===== src/rtl/ascon_pack.sv =====
// Shared types and constants for the Ascon round scheduler: FSM states, run modes,
// start rounds and the round-constant table.
package ascon_pack;

    localparam int unsigned RND_W = 4;

    typedef enum logic [1:0] {
        ST_IDLE = 2'b00,
        ST_RUN  = 2'b01,
        ST_DONE = 2'b10
    } state_e;

    typedef enum logic [1:0] {
        MODE_P12  = 2'b00,
        MODE_P6   = 2'b01,
        MODE_P8   = 2'b10,
        MODE_RSVD = 2'b11
    } mode_e;

    localparam logic [RND_W-1:0] START_RND_P12 = 4'd0;
    localparam logic [RND_W-1:0] START_RND_P6  = 4'd6;
    localparam logic [RND_W-1:0] START_RND_P8  = 4'd4;

    // Round constant added to x2 in round r of the 12-round permutation.
    function automatic logic [7:0] round_const(input logic [RND_W-1:0] rnd);
        logic [7:0] rc;
        case (rnd)
            4'd0:    rc = 8'hf0;
            4'd1:    rc = 8'he1;
            4'd2:    rc = 8'hd2;
            4'd3:    rc = 8'hc3;
            4'd4:    rc = 8'hb4;
            4'd5:    rc = 8'ha5;
            4'd6:    rc = 8'h96;
            4'd7:    rc = 8'h87;
            4'd8:    rc = 8'h78;
            4'd9:    rc = 8'h69;
            4'd10:   rc = 8'h5a;
            4'd11:   rc = 8'h4b;
            default: rc = 8'h00;
        endcase
        return rc;
    endfunction

endpackage


===== src/rtl/round_counter.sv =====
// Loadable round-index counter with increment enable; load wins over enable.
module round_counter
    import ascon_pack::*;
#(
    parameter int unsigned W = RND_W
) (
    input  logic         clock_i,
    input  logic         reset_i,
    input  logic         load_i,
    input  logic [W-1:0] load_val_i,
    input  logic         en_i,
    output logic [W-1:0] count_o
);

    logic [W-1:0] count_q;

    always_ff @(posedge clock_i) begin
        if (reset_i) begin
            count_q <= '0;
        end else if (load_i) begin
            count_q <= load_val_i;
        end else if (en_i) begin
            count_q <= count_q + W'(1);
        end
    end

    assign count_o = count_q;

endmodule


===== src/rtl/round_scheduler.sv =====
// Round sequencer for the Ascon permutation (p12 / p6, and p8 when ASCON_PB8_EN is defined).
// Drives the round index, state-load enable and init select of the permutation datapath.
module round_scheduler
    import ascon_pack::*;
#(
    parameter int unsigned NB_ROUNDS_MAX = 12
) (
    input  logic             clock_i,
    input  logic             reset_i,
    input  logic             start_i,
    input  logic [1:0]       mode_i,
    input  logic             hold_i,
    output logic [RND_W-1:0] round_o,
    output logic             en_state_o,
    output logic             sel_init_o,
    output logic             busy_o,
    output logic             done_o
);

    localparam logic [RND_W-1:0] LAST_RND = RND_W'(NB_ROUNDS_MAX - 1);

    state_e           state_q, state_d;
    logic             first_q, first_d;
    logic             cnt_load;
    logic             cnt_en;
    logic [RND_W-1:0] cnt_val;
    logic [RND_W-1:0] round_q;
    logic [RND_W-1:0] start_rnd;

    // Start round for the requested run; unknown modes fall back to the full p12.
    always_comb begin
        start_rnd = START_RND_P12;
        case (mode_e'(mode_i))
            MODE_P6: start_rnd = START_RND_P6;
`ifdef ASCON_PB8_EN
            MODE_P8: start_rnd = START_RND_P8;
`endif
            default: start_rnd = START_RND_P12;
        endcase
    end

    always_ff @(posedge clock_i) begin
        if (reset_i) begin
            state_q <= ST_IDLE;
            first_q <= 1'b0;
        end else begin
            state_q <= state_d;
            first_q <= first_d;
        end
    end

    always_comb begin
        state_d    = state_q;
        first_d    = first_q;
        cnt_load   = 1'b0;
        cnt_en     = 1'b0;
        cnt_val    = '0;
        en_state_o = 1'b0;
        case (state_q)
            ST_IDLE, ST_DONE: begin
                if (start_i) begin
                    state_d  = ST_RUN;
                    first_d  = 1'b1;
                    cnt_load = 1'b1;
                    cnt_val  = start_rnd;
                end else begin
                    state_d = ST_IDLE;
                    first_d = 1'b0;
                end
            end
            ST_RUN: begin
                en_state_o = ~hold_i;
                if (!hold_i) begin
                    first_d = 1'b0;
                    // Last round loaded: park the index at zero for DONE/IDLE.
                    if (round_q == LAST_RND) begin
                        state_d  = ST_DONE;
                        cnt_load = 1'b1;
                        cnt_val  = '0;
                    end else begin
                        cnt_en = 1'b1;
                    end
                end
            end
            default: begin
                state_d = ST_IDLE;
                first_d = 1'b0;
            end
        endcase
    end

    round_counter #(
        .W(RND_W)
    ) u_round_counter (
        .clock_i    (clock_i),
        .reset_i    (reset_i),
        .load_i     (cnt_load),
        .load_val_i (cnt_val),
        .en_i       (cnt_en),
        .count_o    (round_q)
    );

    assign round_o    = round_q;
    assign busy_o     = (state_q == ST_RUN);
    assign done_o     = (state_q == ST_DONE);
    assign sel_init_o = (state_q == ST_RUN) && first_q;

endmodule

===== config.mk =====
export PLATFORM = sky130hd
export DESIGN_NAME = round_scheduler
export DESIGN_NICKNAME = d
export VERILOG_FILES = /design/src/rtl/ascon_pack.sv /design/src/rtl/round_counter.sv /design/src/rtl/round_scheduler.sv
export SDC_FILE = /design/constraint.sdc
export NUM_CORES = 1
export LEC_CHECK = 0
export BUFFER_PORTS_ARGS = -buffer_cell sky130_fd_sc_hd__buf_2
export CAP_MARGIN = 15
export CORE_AREA = 3 3 40 42
export DETAILED_ROUTE_END_ITERATION = 16
export DIE_AREA = 0 0 43 45
export PLACE_DENSITY = 0.59
export SYNTH_ARGS = -nofsm -noshare
export SYNTH_HDL_FRONTEND = slang
export SYNTH_SLANG_ARGS = --single-unit
export TNS_END_PERCENT = 5

===== constraint.sdc =====
create_clock -name clock_i -period 2.5 [get_ports clock_i]
set_clock_uncertainty 0.15 [all_clocks]
set_input_delay 0.125 -clock clock_i [delete_from_list [all_inputs] [get_ports clock_i]]
set_output_delay 0.125 -clock clock_i [all_outputs]
set_load 0.02 [all_outputs]

-- After elaboration in Yosys (flattened, before gate mapping)
Index checks and enable logic that the tools add are counted.
- output and inout port bits: 8
- bits of input ports: 6
- flip-flop bits (word level): 7
- word-level logic and storage cells: 35
- reduce and logical (&&, ||, !) cells: 5
- equal/unequal tests: 6
- bitwise logic cells: 1
- multiplexer cells: 19
- add/subtract/negate cells: 1
- operators with widths (kind ; number):
    two-way mux 4 bit ; 4
    two-way mux 1 bit ; 9
    adder 4 x 1 -> 4 bit (second input constant) ; 1
    == test 2 x 1 -> 1 bit (second input constant) ; 2
    == test 4 bit (second input constant) ; 1
    two-way mux 2 bit ; 2
    case mux 1 bit (2 select lines) ; 2
    case mux 2 bit (2 select lines) ; 1
    two-way mux 3 bit ; 1
    == test 2 bit (second input constant) ; 1
    zero test 2 bit ; 1
    != test 2 x 1 -> 1 bit (second input constant) ; 1
    != test 2 bit (second input constant) ; 1
    AND reduction 2 bit ; 1
    nonzero test 2 bit ; 1
    OR reduction 2 bit ; 1
    logical AND 1 bit ; 1
    NOT 1 bit ; 1

-- Logic depth before layout (Yosys ltp)
Gate-level depths: netlist (run 1).
- word-level depth: 6
- gate-level depth with buffers: 5

-- By module
A second synthesis (run 1) with hierarchy kept.
- cells, all modules: 41
- area, all modules: 382.9 um^2
- modules (own cells, without submodules) (module ; instances ; seq. area each (um^2) ; area each (um^2) ; cells an instance):
    round_counter ; 1 ; 80.1 ; 205.2 ; 22
    round_scheduler ; 1 ; 60.1 ; 177.7 ; 19

-- Worst setup path before layout (run 1)
Ideal clock, no wire load.
- path kind: flip-flop to flip-flop
- start point: register state_q[0]
- end point: register u_round_counter.count_q[3], in the netlist u_round_counter.count_o[3]
- cell stages (with the launch flop): 6
- required time: 2262 ps
- library setup time: 88 ps
- path slack: 1032 ps
- buffers on the path: 1
- data arrival time: 1230 ps
- cells stage by stage: dfxtp_1 > or3b_1 > buf_6 > clkinv_8 > a41oi_2 > a311oi_2
- cells in the longest elaborated chain, start to end: 4
- elaborated cells between the ends (all ways): 9
- those cells by class: 2 x eq/ne; 4 x mux; 3 x reduce/logical
- ends and longest elaborated chain (what ; RTL line ; text):
    from (decl) ; round_scheduler.sv:22 ; state_e state_q, state_d;
    from (signal assigned) ; round_scheduler.sv:47 ; state_q <= state_d;
    == test 2 bit or zero test 2 bit (tied branches) ; round_scheduler.sv:59 ; case (state_q)
    OR reduction 2 bit ; round_scheduler.sv:59 ;
    case mux 1 bit (2 select lines) or two-way mux 4 bit (tied branches) ; -- ;
    two-way mux 4 bit or nonzero test 2 bit (tied branches) ; -- ;
    to (signal assigned) ; round_counter.sv:21 ; count_q <= load_val_i;
    to (signal assigned) ; round_counter.sv:23 ; count_q <= count_q + W'(1);
    to (decl) ; round_counter.sv:15 ; logic [W-1:0] count_q;
Parallel ways exist; a longest one is shown, timed or not.
A chain may end at the register's enable or synchronous reset.

-- Worst setup path in the final report (run 1)
- start point: register state_q[0]
- end point: output en_state_o
- cells in the longest elaborated chain, start to end: 2
- ends and longest elaborated chain (what ; RTL line ; text):
    == test 2 x 1 -> 1 bit ; round_scheduler.sv:59 ;
    two-way mux 1 bit ; round_scheduler.sv:59 ;
    to (decl) ; round_scheduler.sv:14 ; output logic en_state_o,
No other way between the ends.

==> impl_metrics.json, run 1 <==
{
  "status": "finished, final reports clean",
  "finalMaxSlewViolations": 0,
  "cts-root-to-sink-buffers": 2,
  "synthCells": 40,
  "cts-resized-gates": 0,
  "cts_made_buffers": 3,
  "antenna_found_initial": 0,
  "critPathLaunchType": "register",
  "mappedNetlistNets": 47,
  "io_buffers": 13,
  "hold_class": "input pin to register",
  "multi_input_gate_area_um2": 211,
  "rows": 13,
  "yosys_warnings": 0,
  "post_layout_instance_count_excluding_filler_cells": 72,
  "tightest_slew_margin_relative_to_the_limit_pct": 76.2,
  "synthArstFlopShare_pct": 0,
  "die_area_um2": 1940,
  "cp_data_arrival_time_ns": 1.41,
  "number_of_setup_buffers_added_after_cts": 0,
  "post-place-ws_ns": 0.937,
  "critical_path.max_stage_delay_ns": 0.53,
  "timing.critical_path.cells": "or3b_1, clkinv_8, buf_2",
  "grt.total_usage_pct": 9.83,
  "floorplan.die.width_um": 43,
  "synth_edf_count": 0,
  "crit_required_ns": 2.23,
  "worst_path_max_delay_cell": "sky130_fd_sc_hd__or3b_1",
  "leakagePower_nw": 0.213,
  "grt_pass1_vias": 318,
  "rsz0062_at_grt": "false",
  "vdd_drop_max_mv": 0.156,
  "flow.area_growth_from_synthesis_pct": 28.4,
  "gp_congestion": 0.673,
  "finalNetCount": 65,
  "detail_route.first_pass.iterations": 4,
  "worst_path_dominant_cell_family": "simple AND/OR/NAND/NOR gates",
  "num_antenna_cells": 0,
  "layout-drive-gt1-share_pct": 33.3,
  "io_pins": 14,
  "start_util_pct": 29.8,
  "hpwl_um": 633,
  "max_cap_violations": 0,
  "dr.first_iter.drc_count": 9,
  "ys.flop_type": "sky130_fd_sc_hd__dfxtp_1",
  "p_per_area_nw_per_um2": 570,
  "totalWireLength_um": 821,
  "routedWlPerCell_um": 11.4,
  "die_h_um": 45,
  "syn_area_per_cell_um2": 9.57,
  "dp_cells": 67,
  "core-area_um2": 1280,
  "critical_path_peak_fanout": 6,
  "cts_htree_levels": 1,
  "post_syn_area_um2": 383,
  "setup.worst_path.end_class": "output port",
  "drt_drc_violations_left": 0,
  "portion_of_synthesized_cell_area_occupied_by_the_leading_cell_type_pct": 36.6,
  "setup-violations-final": 0,
  "cts.reportedPaths.clkPinSlew_ns": 0.05,
  "finish.utilization_pct": 38.3,
  "synth_largest_area_cell": "sky130_fd_sc_hd__dfxtp_1",
  "clock_tree.root_cell": "sky130_fd_sc_hd__clkbuf_4",
  "ant_nets": 0,
  "global_route_wire_length_before_repair_mm": 1.36,
  "final_worst_path_setup_slack_ns": 0.818,
  "distinct_cell_type_count_of_the_synthesized_netlist": 22,
  "cts.sinks": 7,
  "period_minus_slack_ns": 1.68,
  "post_synth_most_frequent_cells": "sky130_fd_sc_hd__dfxtp_1, sky130_fd_sc_hd__a21oi_1, sky130_fd_sc_hd__nor3_1",
  "worst_skew_pair.late_latency_ns": 0.25,
  "synth_top_cells_by_area": "sky130_fd_sc_hd__dfxtp_1, sky130_fd_sc_hd__a41oi_2, sky130_fd_sc_hd__clkinv_8",
  "area_occupied_by_registers_um2": 140,
  "synth.yosys.seq_area_share_pct": 36.6,
  "setup.worst_path.class": "register to output port",
  "postSynthRegisterBits": 7,
  "fillerInstances": 147,
  "timing.final.crit_share_pct": 67.3,
  "cts_tree": "yes",
  "max_freq_mhz": 594,
  "totalNegativeSetupSlack_ns": 0,
  "final_cell_area_um2": 492,
  "via_count": 349,
  "placed_cell_area_um2": 455,
  "vias_per_cell": 4.85,
  "count_of_buffering_cells_on_the_critical_path_with_inverters_included": 2,
  "grt_start_max_net_pins": 8,
  "globalRouteOverflowTotal": 0,
  "max_slew.worst_pin.slew_ns": 0.357,
  "synth.most_common_cell": "sky130_fd_sc_hd__dfxtp_1",
  "final-hold-violation-count": 0
}
## final cells by class
cell class                 instances  area share (%)
inverter                           2            4.07
timing repair buffer              14            15.3
multi-input combinational         30            43.0
sequential                         7            28.5
tap                               15            3.82
clock buffer                       4            5.34
## kinds of logic (layout without fill, tap and decap cells)
group	Yosys count	after routing	share of synthesized area, %
adders and majority gates	1	1	3.27
xor gates and xnor gates	1	1	2.29
and+or+nand+nor	16	16	25.8
DFF	7	7	36.6
buffers and inverters	3	20	8.17
AOI/OAI and AO/OA	12	12	23.9
## flip-flops by register name, summed over array words and instances, names as in the netlist
| signal | count |
|---|---|
| first_q | 1 |
| state_q | 2 |
| u_round_counter.count_o | 4 |
## path summary, 6_finish.rpt
| kind | slack (ns) | start | cells past startpoint | to |
|---|---|---|---|---|
| setup / recovery | 0.82 | state_q[0]$_SDFFE_PP0P_ | 3 | en_state_o |
| hold / removal | 0.02 | hold_i | 3 | first_q$_SDFFE_PP0P_ |
| setup reg to reg | 0.91 | state_q[0]$_SDFFE_PP0P_ | 4 | u_round_counter.count_o[3]$_SDFFE_PP0P_ |
| hold reg to reg | 0.32 | first_q$_SDFFE_PP0P_ | 2 | first_q$_SDFFE_PP0P_ |
## through the flow
step                power (mW)  hold slack, ns
detailed placement       0.179           0.224
global route             0.299          0.0289
finish                   0.280          0.0204
global placement         0.179           0.219
CTS                      0.285         0.00837
floorplan                0.163          0.0441
## report_power, final
group | internal [mW] | switching, mW
sequential | 0.118 | 0.00810
combinational | 0.0214 | 0.0297
clock | 0.0609 | 0.0419
## cells in the final DEF (no fill, tap or decap), types with 2 or more instances in the layout
cell	synthesis	routed
sky130_fd_sc_hd__o211ai_1	2	2
sky130_fd_sc_hd__buf_2	0	13
sky130_fd_sc_hd__dfxtp_1	7	7
sky130_fd_sc_hd__nor3_1	3	3
sky130_fd_sc_hd__and2b_1	2	2
sky130_fd_sc_hd__a21oi_1	3	3
sky130_fd_sc_hd__nand2b_1	2	2
sky130_fd_sc_hd__nand3b_1	2	2
sky130_fd_sc_hd__clkbuf_4	0	3
sky130_fd_sc_hd__a211oi_1	2	2
sky130_fd_sc_hd__nand3_1	2	2
sky130_fd_sc_hd__nor2b_1	2	2
sky130_fd_sc_hd__o21ai_0	2	2
## layer usage
layer,GRT usage [%],part of all wire [%],up-vias
met5,0,0,-
met4,9.04,4.1,0
met3,3.59,5.7,4
met2,13.2,41,12
met1,12.0,49,150
li1,-,-,183
## timing repair
item / CTS / global route
hold endpoints to repair: 5 / 0
hold buffers: 1 / 0
endpoints found under the setup margin: 0 / 0
## worst reg2reg max path, cell delays in order, from the launching register on
cell and delay [ns]:
sky130_fd_sc_hd__dfxtp_1 0.36, sky130_fd_sc_hd__or3b_1 0.53, sky130_fd_sc_hd__clkinv_8 0.11, sky130_fd_sc_hd__a41oi_2 0.12, sky130_fd_sc_hd__a311oi_2 0.24
Power figures use the tool's default switching activity.
==> inputs of run 2 (changes only) <==
--- a/config.mk
+++ b/config.mk
@@ -10,7 +10,7 @@
 export CORE_AREA = 3 3 40 42
 export DETAILED_ROUTE_END_ITERATION = 16
 export DIE_AREA = 0 0 43 45
-export PLACE_DENSITY = 0.59
+export PLACE_DENSITY = 0.61
 export SYNTH_ARGS = -nofsm -noshare
 export SYNTH_HDL_FRONTEND = slang
 export SYNTH_SLANG_ARGS = --single-unit
==> constraint.sdc (replaced) <==
create_clock -name clock_i -period 1.4 [get_ports clock_i]
set_clock_uncertainty 0.15 [all_clocks]
set_input_delay 0.07 -clock clock_i [delete_from_list [all_inputs] [get_ports clock_i]]
set_output_delay 0.07 -clock clock_i [all_outputs]
set_load 0.02 [all_outputs]
==> run 2 against run 1 <==
The flow now finishes with violations (setup timing). Total power grew 93%. Combinational power grew to 2.7 times the previous value. Cell count grew 17%. Flip-flop and latch count is the same. Clock power grew 77%. Design area grew 26%. Register-to-register slack lost 0.87 ns. Core utilization grew 9.9 points. Count of clock-buffer cells in the layout is the same. Via count grew 21%.
==> impl_metrics.json, run 2 (synthesized netlist as in run 1, its figures left out) <==
{
  "max_slew.worst_pin.slew_ns": 0.277,
  "final_worst_path_setup_slack_ns": -0.000620,
  "period_minus_slack_ns": 1.40,
  "post_layout_instance_count_excluding_filler_cells": 84,
  "pwr-share-seq_pct": 40.6,
  "dr.first_iter.drc_count": 13,
  "die_area_um2": 1940,
  "floorplan.die.width_um": 43,
  "finalMaxSlewViolations": 0,
  "io_buffers": 13,
  "flow.area_growth_from_synthesis_pct": 61.8,
  "timing.final.crit_share_pct": 100,
  "cts-root-to-sink-buffers": 2,
  "cts_tree": "yes",
  "largest_reg_flops": 4,
  "hold_class": "input pin to register",
  "total_power_uw": 540,
  "num_antenna_cells": 0,
  "max_freq_mhz": 714,
  "critPathLaunchType": "register",
  "rr_worst_depth": 4,
  "final-hold-violation-count": 0,
  "drt_drc_violations_left": 0,
  "placed_cell_area_um2": 518,
  "p_int_uw": 390,
  "worst_path_dominant_cell_family": "simple AND/OR/NAND/NOR gates",
  "comb_power_share_pct": 25.7,
  "antenna_found_initial": 0,
  "io_pins": 14,
  "setup-violations-final": 1,
  "grt_start_max_net_pins": 7,
  "vdd_drop_max_mv": 0.505,
  "critical_path.max_stage_delay_ns": 0.43,
  "gp_congestion": 0.736,
  "setup.worst_path.class": "register to output port",
  "globalRouteOverflowTotal": 0,
  "worst_path_max_delay_cell": "sky130_fd_sc_hd__or3b_4",
  "totalWireLength_um": 976,
  "clock_share_of_power_pct": 33.7,
  "cp_data_arrival_time_ns": 1.18,
  "leakagePower_nw": 0.282,
  "critical_path_peak_fanout": 6,
  "rows": 13,
  "power.net_switching_uw": 150,
  "grt_pass1_vias": 375,
  "rsz0062_at_grt": "true",
  "routedWlPerCell_um": 11.6,
  "clock_tree.root_cell": "sky130_fd_sc_hd__clkbuf_4",
  "number_of_stages_on_the_worst_hold_path": 4,
  "cts.reportedPaths.clkPinSlew_ns": 0.05,
  "crit_required_ns": 1.18,
  "finalNetCount": 77,
  "layout_commonest_cell": "sky130_fd_sc_hd__buf_2",
  "final_cell_area_um2": 619,
  "fillerInstances": 119,
  "cts_made_buffers": 3,
  "start_util_pct": 29.8,
  "power.share.switching_pct": 27.9,
  "global_route_wire_length_before_repair_mm": 1.60,
  "max_cap_violations": 0,
  "tightest_slew_margin_relative_to_the_limit_pct": 81.5,
  "cts_htree_levels": 1,
  "grt.total_usage_pct": 11.8,
  "dp_cells": 75,
  "vias_per_cell": 5.04,
  "count_of_buffering_cells_on_the_critical_path_with_inverters_included": 2,
  "detail_route.first_pass.iterations": 4,
  "die_h_um": 45,
  "ant_nets": 0,
  "hpwl_um": 694,
  "violations_in_the_final_reports": "setup timing",
  "worst_skew_pair.late_latency_ns": 0.25,
  "cts.sinks": 7,
  "layout-drive-gt1-share_pct": 52.2,
  "mostFrequentLayoutCells": "sky130_fd_sc_hd__buf_2, sky130_fd_sc_hd__buf_4, sky130_fd_sc_hd__dfxtp_1",
  "critical_path_cell_count": 3,
  "status": "complete, but fails checks",
  "p_per_area_nw_per_um2": 872,
  "timing.critical_path.cells": "or3b_4, clkinv_8, buf_8",
  "setup.worst_path.end_class": "output port",
  "via_count": 423,
  "core-area_um2": 1280
}
run 2: routing by layer:
layer	part of all wire [%]	global-route usage, %	wire, um
met1	40	11.4	393
met2	47	18.9	455
met3	6.7	5.18	65
met4	6.3	10.8	61
met5	0	0	0
run 2: metrics by stage:
stage                     setup slack (ns)  hold WS (ns)  utilization, %  setup TNS (ns)
final                            -0.000620        0.0596            48.2       -0.000620
after global routing               -0.0434        0.0843            48.2         -0.0640
after CTS                         -0.00532        0.0657            46.5        -0.00532
after detailed placement           -0.0706         0.171            40.3          -0.221
after global placement             -0.0384         0.168            40.3         -0.0940
after floorplan                    -0.0124       -0.0147               -         -0.0124
run 2: worst paths after layout:
kind                                              start                                       to  slack [ns]
worst max-delay path            state_q[0]$_SDFFE_PP0P_                               en_state_o     -0.0006
worst min-delay path                          mode_i[1]  u_round_counter.count_o[1]$_SDFFE_PP0P_        0.06
worst max register to register  state_q[0]$_SDFFE_PP0P_  u_round_counter.count_o[1]$_SDFFE_PP0P_        0.04
worst min register to register     first_q$_SDFFE_PP0P_                     first_q$_SDFFE_PP0P_        0.31
run 2: worst min-delay path, stage by stage:
cell and delay, ns:
sky130_fd_sc_hd__buf_2 0.08, sky130_fd_sc_hd__nor2b_1 0.05, sky130_fd_sc_hd__o21ai_2 0.15, sky130_fd_sc_hd__a211oi_1 0.07
run 2: power by group through the flow:
stage	registers, mW	clock network [mW]	logic [mW]
2_1_floorplan	0.237	0	0.0550
3_3_place_gp	0.222	0	0.116
3_5_place_dp	0.223	0	0.116
4_1_cts	0.219	0.192	0.131
5_1_grt	0.220	0.202	0.152
6_report	0.219	0.182	0.139
run 2: area by class of cell:
type | count | area (um^2) | area share, %
Clock buffer | 4 | 26.3 | 4.24
Inverter | 2 | 20.0 | 3.23
Multi-Input combinational cell | 30 | 230 | 37.2
Sequential cell | 7 | 144 | 23.2
Tap cell | 15 | 18.8 | 3.03
Timing Repair Buffer | 26 | 180 | 29.1
run 2: what timing repair did:
| action | in CTS | in global routing |
|---|---|---|
| endpoints found under the setup margin | 6 | 4 |
| gates cloned | 0 | 0 |
| hold endpoints to repair | 5 | 0 |
| buffers inserted | 1 | 1 |
| pin swaps | 2 | 1 |
| hold buffers | 3 | 0 |
| resized for setup | 7 | 3 |
==> inputs of run 3 (changes only) <==
--- a/config.mk
+++ b/config.mk
@@ -7,10 +7,12 @@
 export LEC_CHECK = 0
 export BUFFER_PORTS_ARGS = -buffer_cell sky130_fd_sc_hd__buf_2
 export CAP_MARGIN = 15
-export CORE_AREA = 3 3 40 42
+export CELL_PAD_IN_SITES_DETAIL_PLACEMENT = 1
+export CELL_PAD_IN_SITES_GLOBAL_PLACEMENT = 2
+export CORE_MARGIN = 3
+export CORE_UTILIZATION = 23
 export DETAILED_ROUTE_END_ITERATION = 16
-export DIE_AREA = 0 0 43 45
-export PLACE_DENSITY = 0.61
+export PLACE_DENSITY = 0.76
 export SYNTH_ARGS = -nofsm -noshare
 export SYNTH_HDL_FRONTEND = slang
 export SYNTH_SLANG_ARGS = --single-unit
==> run 3 against run 2 <==
The flow still finishes with violations (setup timing). Worst setup slack got worse by 0.086 ns. Cell count up 4.8%. Core utilization fell by 6.5 points. Largest cell class unchanged.
==> impl_metrics.json, run 3 (synthesized netlist as in run 1, its figures left out) <==
{
  "status": "complete, but fails checks",
  "violations_in_the_final_reports": "setup timing",
  "critical_path_peak_fanout": 4,
  "vdd_drop_max_mv": 0.380,
  "die_h_um": 46.8,
  "p_per_area_nw_per_um2": 875,
  "critPathLaunchType": "register",
  "rsz0062_at_grt": "true",
  "tightest_slew_margin_relative_to_the_limit_pct": 82.1,
  "max_freq_mhz": 672,
  "multi_input_gate_area_um2": 224,
  "layout-drive-gt1-share_pct": 52.8,
  "antenna_found_initial": 0,
  "vias_per_cell": 4.61,
  "clock_tree.root_cell": "sky130_fd_sc_hd__clkbuf_4",
  "ant_nets": 0,
  "detail_route.first_pass.iterations": 4,
  "largest_reg_flops": 4,
  "hpwl_um": 857,
  "area_occupied_by_registers_um2": 144,
  "post-place-ws_ns": -0.134,
  "comb_power_share_pct": 25.6,
  "layout_commonest_cell": "sky130_fd_sc_hd__buf_4",
  "mostFrequentLayoutCells": "sky130_fd_sc_hd__buf_4, sky130_fd_sc_hd__buf_2, sky130_fd_sc_hd__dfxtp_1",
  "grt.total_usage_pct": 12.3,
  "finalMaxSlewViolations": 0,
  "cp_data_arrival_time_ns": 1.27,
  "dr.first_iter.drc_count": 2,
  "io_pins": 14,
  "global_route_wire_length_before_repair_mm": 1.83,
  "cts_made_buffers": 3,
  "drt_drc_violations_left": 0,
  "cts.reportedPaths.clkPinSlew_ns": 0.06,
  "start_util_pct": 24.8,
  "die_area_um2": 2190,
  "setup-violations-final": 4,
  "rows": 14,
  "totalWireLength_mm": 1.16,
  "grt_pass1_vias": 387,
  "flow.area_growth_from_synthesis_pct": 68.0,
  "setup.worst_path.class": "register to output port",
  "total_power_uw": 563,
  "gp_congestion": 0.686,
  "cts-root-to-sink-buffers": 2,
  "totalNegativeSetupSlack_ns": -0.168,
  "cts_tree": "yes",
  "setup.worst_path.end_class": "output port",
  "power.net_switching_uw": 167,
  "via_count": 406,
  "globalRouteOverflowTotal": 0,
  "core-area_um2": 1540,
  "worst_skew_pair.late_latency_ns": 0.26,
  "timing.final.crit_share_pct": 106,
  "worst_path_max_delay_cell": "sky130_fd_sc_hd__or3b_4",
  "critical_path.max_stage_delay_ns": 0.42,
  "critPathMostFrequentCell": "sky130_fd_sc_hd__buf_6",
  "leakagePower_nw": 0.298,
  "timing.critical_path.cells": "or3b_4, clkinv_8, buf_6, buf_6",
  "max_cap_violations": 0,
  "pwr-share-seq_pct": 39.0,
  "final-hold-violation-count": 0,
  "clock_share_of_power_pct": 35.4,
  "floorplan.die.width_um": 46.8,
  "routedWlPerCell_um": 13.1,
  "fillerInstances": 185,
  "cts.sinks": 7,
  "finish.utilization_pct": 41.7,
  "crit_required_ns": 1.18,
  "finalNetCount": 80,
  "hold_class": "input pin to register",
  "final_worst_path_setup_slack_ns": -0.0870,
  "grt_start_max_net_pins": 7,
  "num_antenna_cells": 0,
  "cts_htree_levels": 1,
  "power.share.switching_pct": 29.7,
  "period_minus_slack_ns": 1.49,
  "max_slew.worst_pin.slew_ns": 0.265,
  "io_buffers": 13,
  "p_int_uw": 395
}
[run 3: cell count changes in the layout (fill, tap and decap cells not counted)]
cell,before,now
sky130_fd_sc_hd__buf_6,0,3
sky130_fd_sc_hd__buf_4,10,12
sky130_fd_sc_hd__a211oi_1,1,2
sky130_fd_sc_hd__a211oi_2,1,0
sky130_fd_sc_hd__and2_1,1,0
sky130_fd_sc_hd__and2_4,0,1
sky130_fd_sc_hd__buf_2,12,11
sky130_fd_sc_hd__buf_8,1,0
sky130_fd_sc_hd__o21ai_0,1,2
sky130_fd_sc_hd__o21ai_2,1,0
[run 3: metrics by stage]
step | cells | area [um^2] | hold WS [ns]
2_1_floorplan | 40 | 385 | -0.0147
3_3_place_gp | 77 | 527 | 0.174
3_5_place_dp | 77 | 527 | 0.176
4_1_cts | 87 | 627 | 0.0607
5_1_grt | 88 | 643 | 0.115
6_report | 88 | 643 | 0.0728
[run 3: repair_timing]
item	4_1_cts	5_1_grt
endpoints found under the setup margin	6	6
pin swaps	4	1
hold buffers	3	0
gates resized for setup	7	3
buffers inserted	3	1
hold endpoints to repair	5	0
[run 3: worst paths after layout]
| check | startpoint | to | slack, ns | depth (start not counted) |
|---|---|---|---|---|
| worst max-delay path | state_q[0]$_SDFFE_PP0P_ | en_state_o | -0.09 | 4 |
| worst min-delay path | start_i | state_q[0]$_SDFFE_PP0P_ | 0.07 | 3 |
| worst max register to register | state_q[0]$_SDFFE_PP0P_ | u_round_counter.count_o[1]$_SDFFE_PP0P_ | -0.04 | 4 |
| worst min register to register | first_q$_SDFFE_PP0P_ | first_q$_SDFFE_PP0P_ | 0.32 | 2 |
[run 3: power by group through the flow]
stage,registers [mW],clock network [mW],logic [mW]
detailed placement,0.223,0,0.120
CTS,0.219,0.207,0.141
global route,0.221,0.220,0.157
finish,0.220,0.199,0.144
global placement,0.223,0,0.117
floorplan,0.237,0,0.0550
[run 3: worst max-delay path: cells and delay by family, from the launching register on]
family | cells | cell delay (ns)
buffers and inverters | 3 | 0.26
AND/OR/NAND/NOR | 1 | 0.42
flip-flops | 1 | 0.32
[run 3: metal layers]
metal  share of wire (%)  track usage [%]  vias to the layer above  routed length, um
met4                 2.3             8.29                        0                 27
met2                  43             16.8                       10                496
li1                    -                -                      213                  -
met5                   0                0                        -                  0
met1                  51             17.2                      179                593
met3                 3.3             2.30                        4                 38
[run 3: cell type report]
| cell class | instances | area share (%) |
|---|---|---|
| Timing Repair Buffer | 29 | 32.5 |
| Sequential cell | 7 | 22.4 |
| Clock buffer | 4 | 4.09 |
| Multi-Input combinational cell | 30 | 34.8 |
| Tap cell | 16 | 3.11 |
| Inverter | 2 | 3.11 |
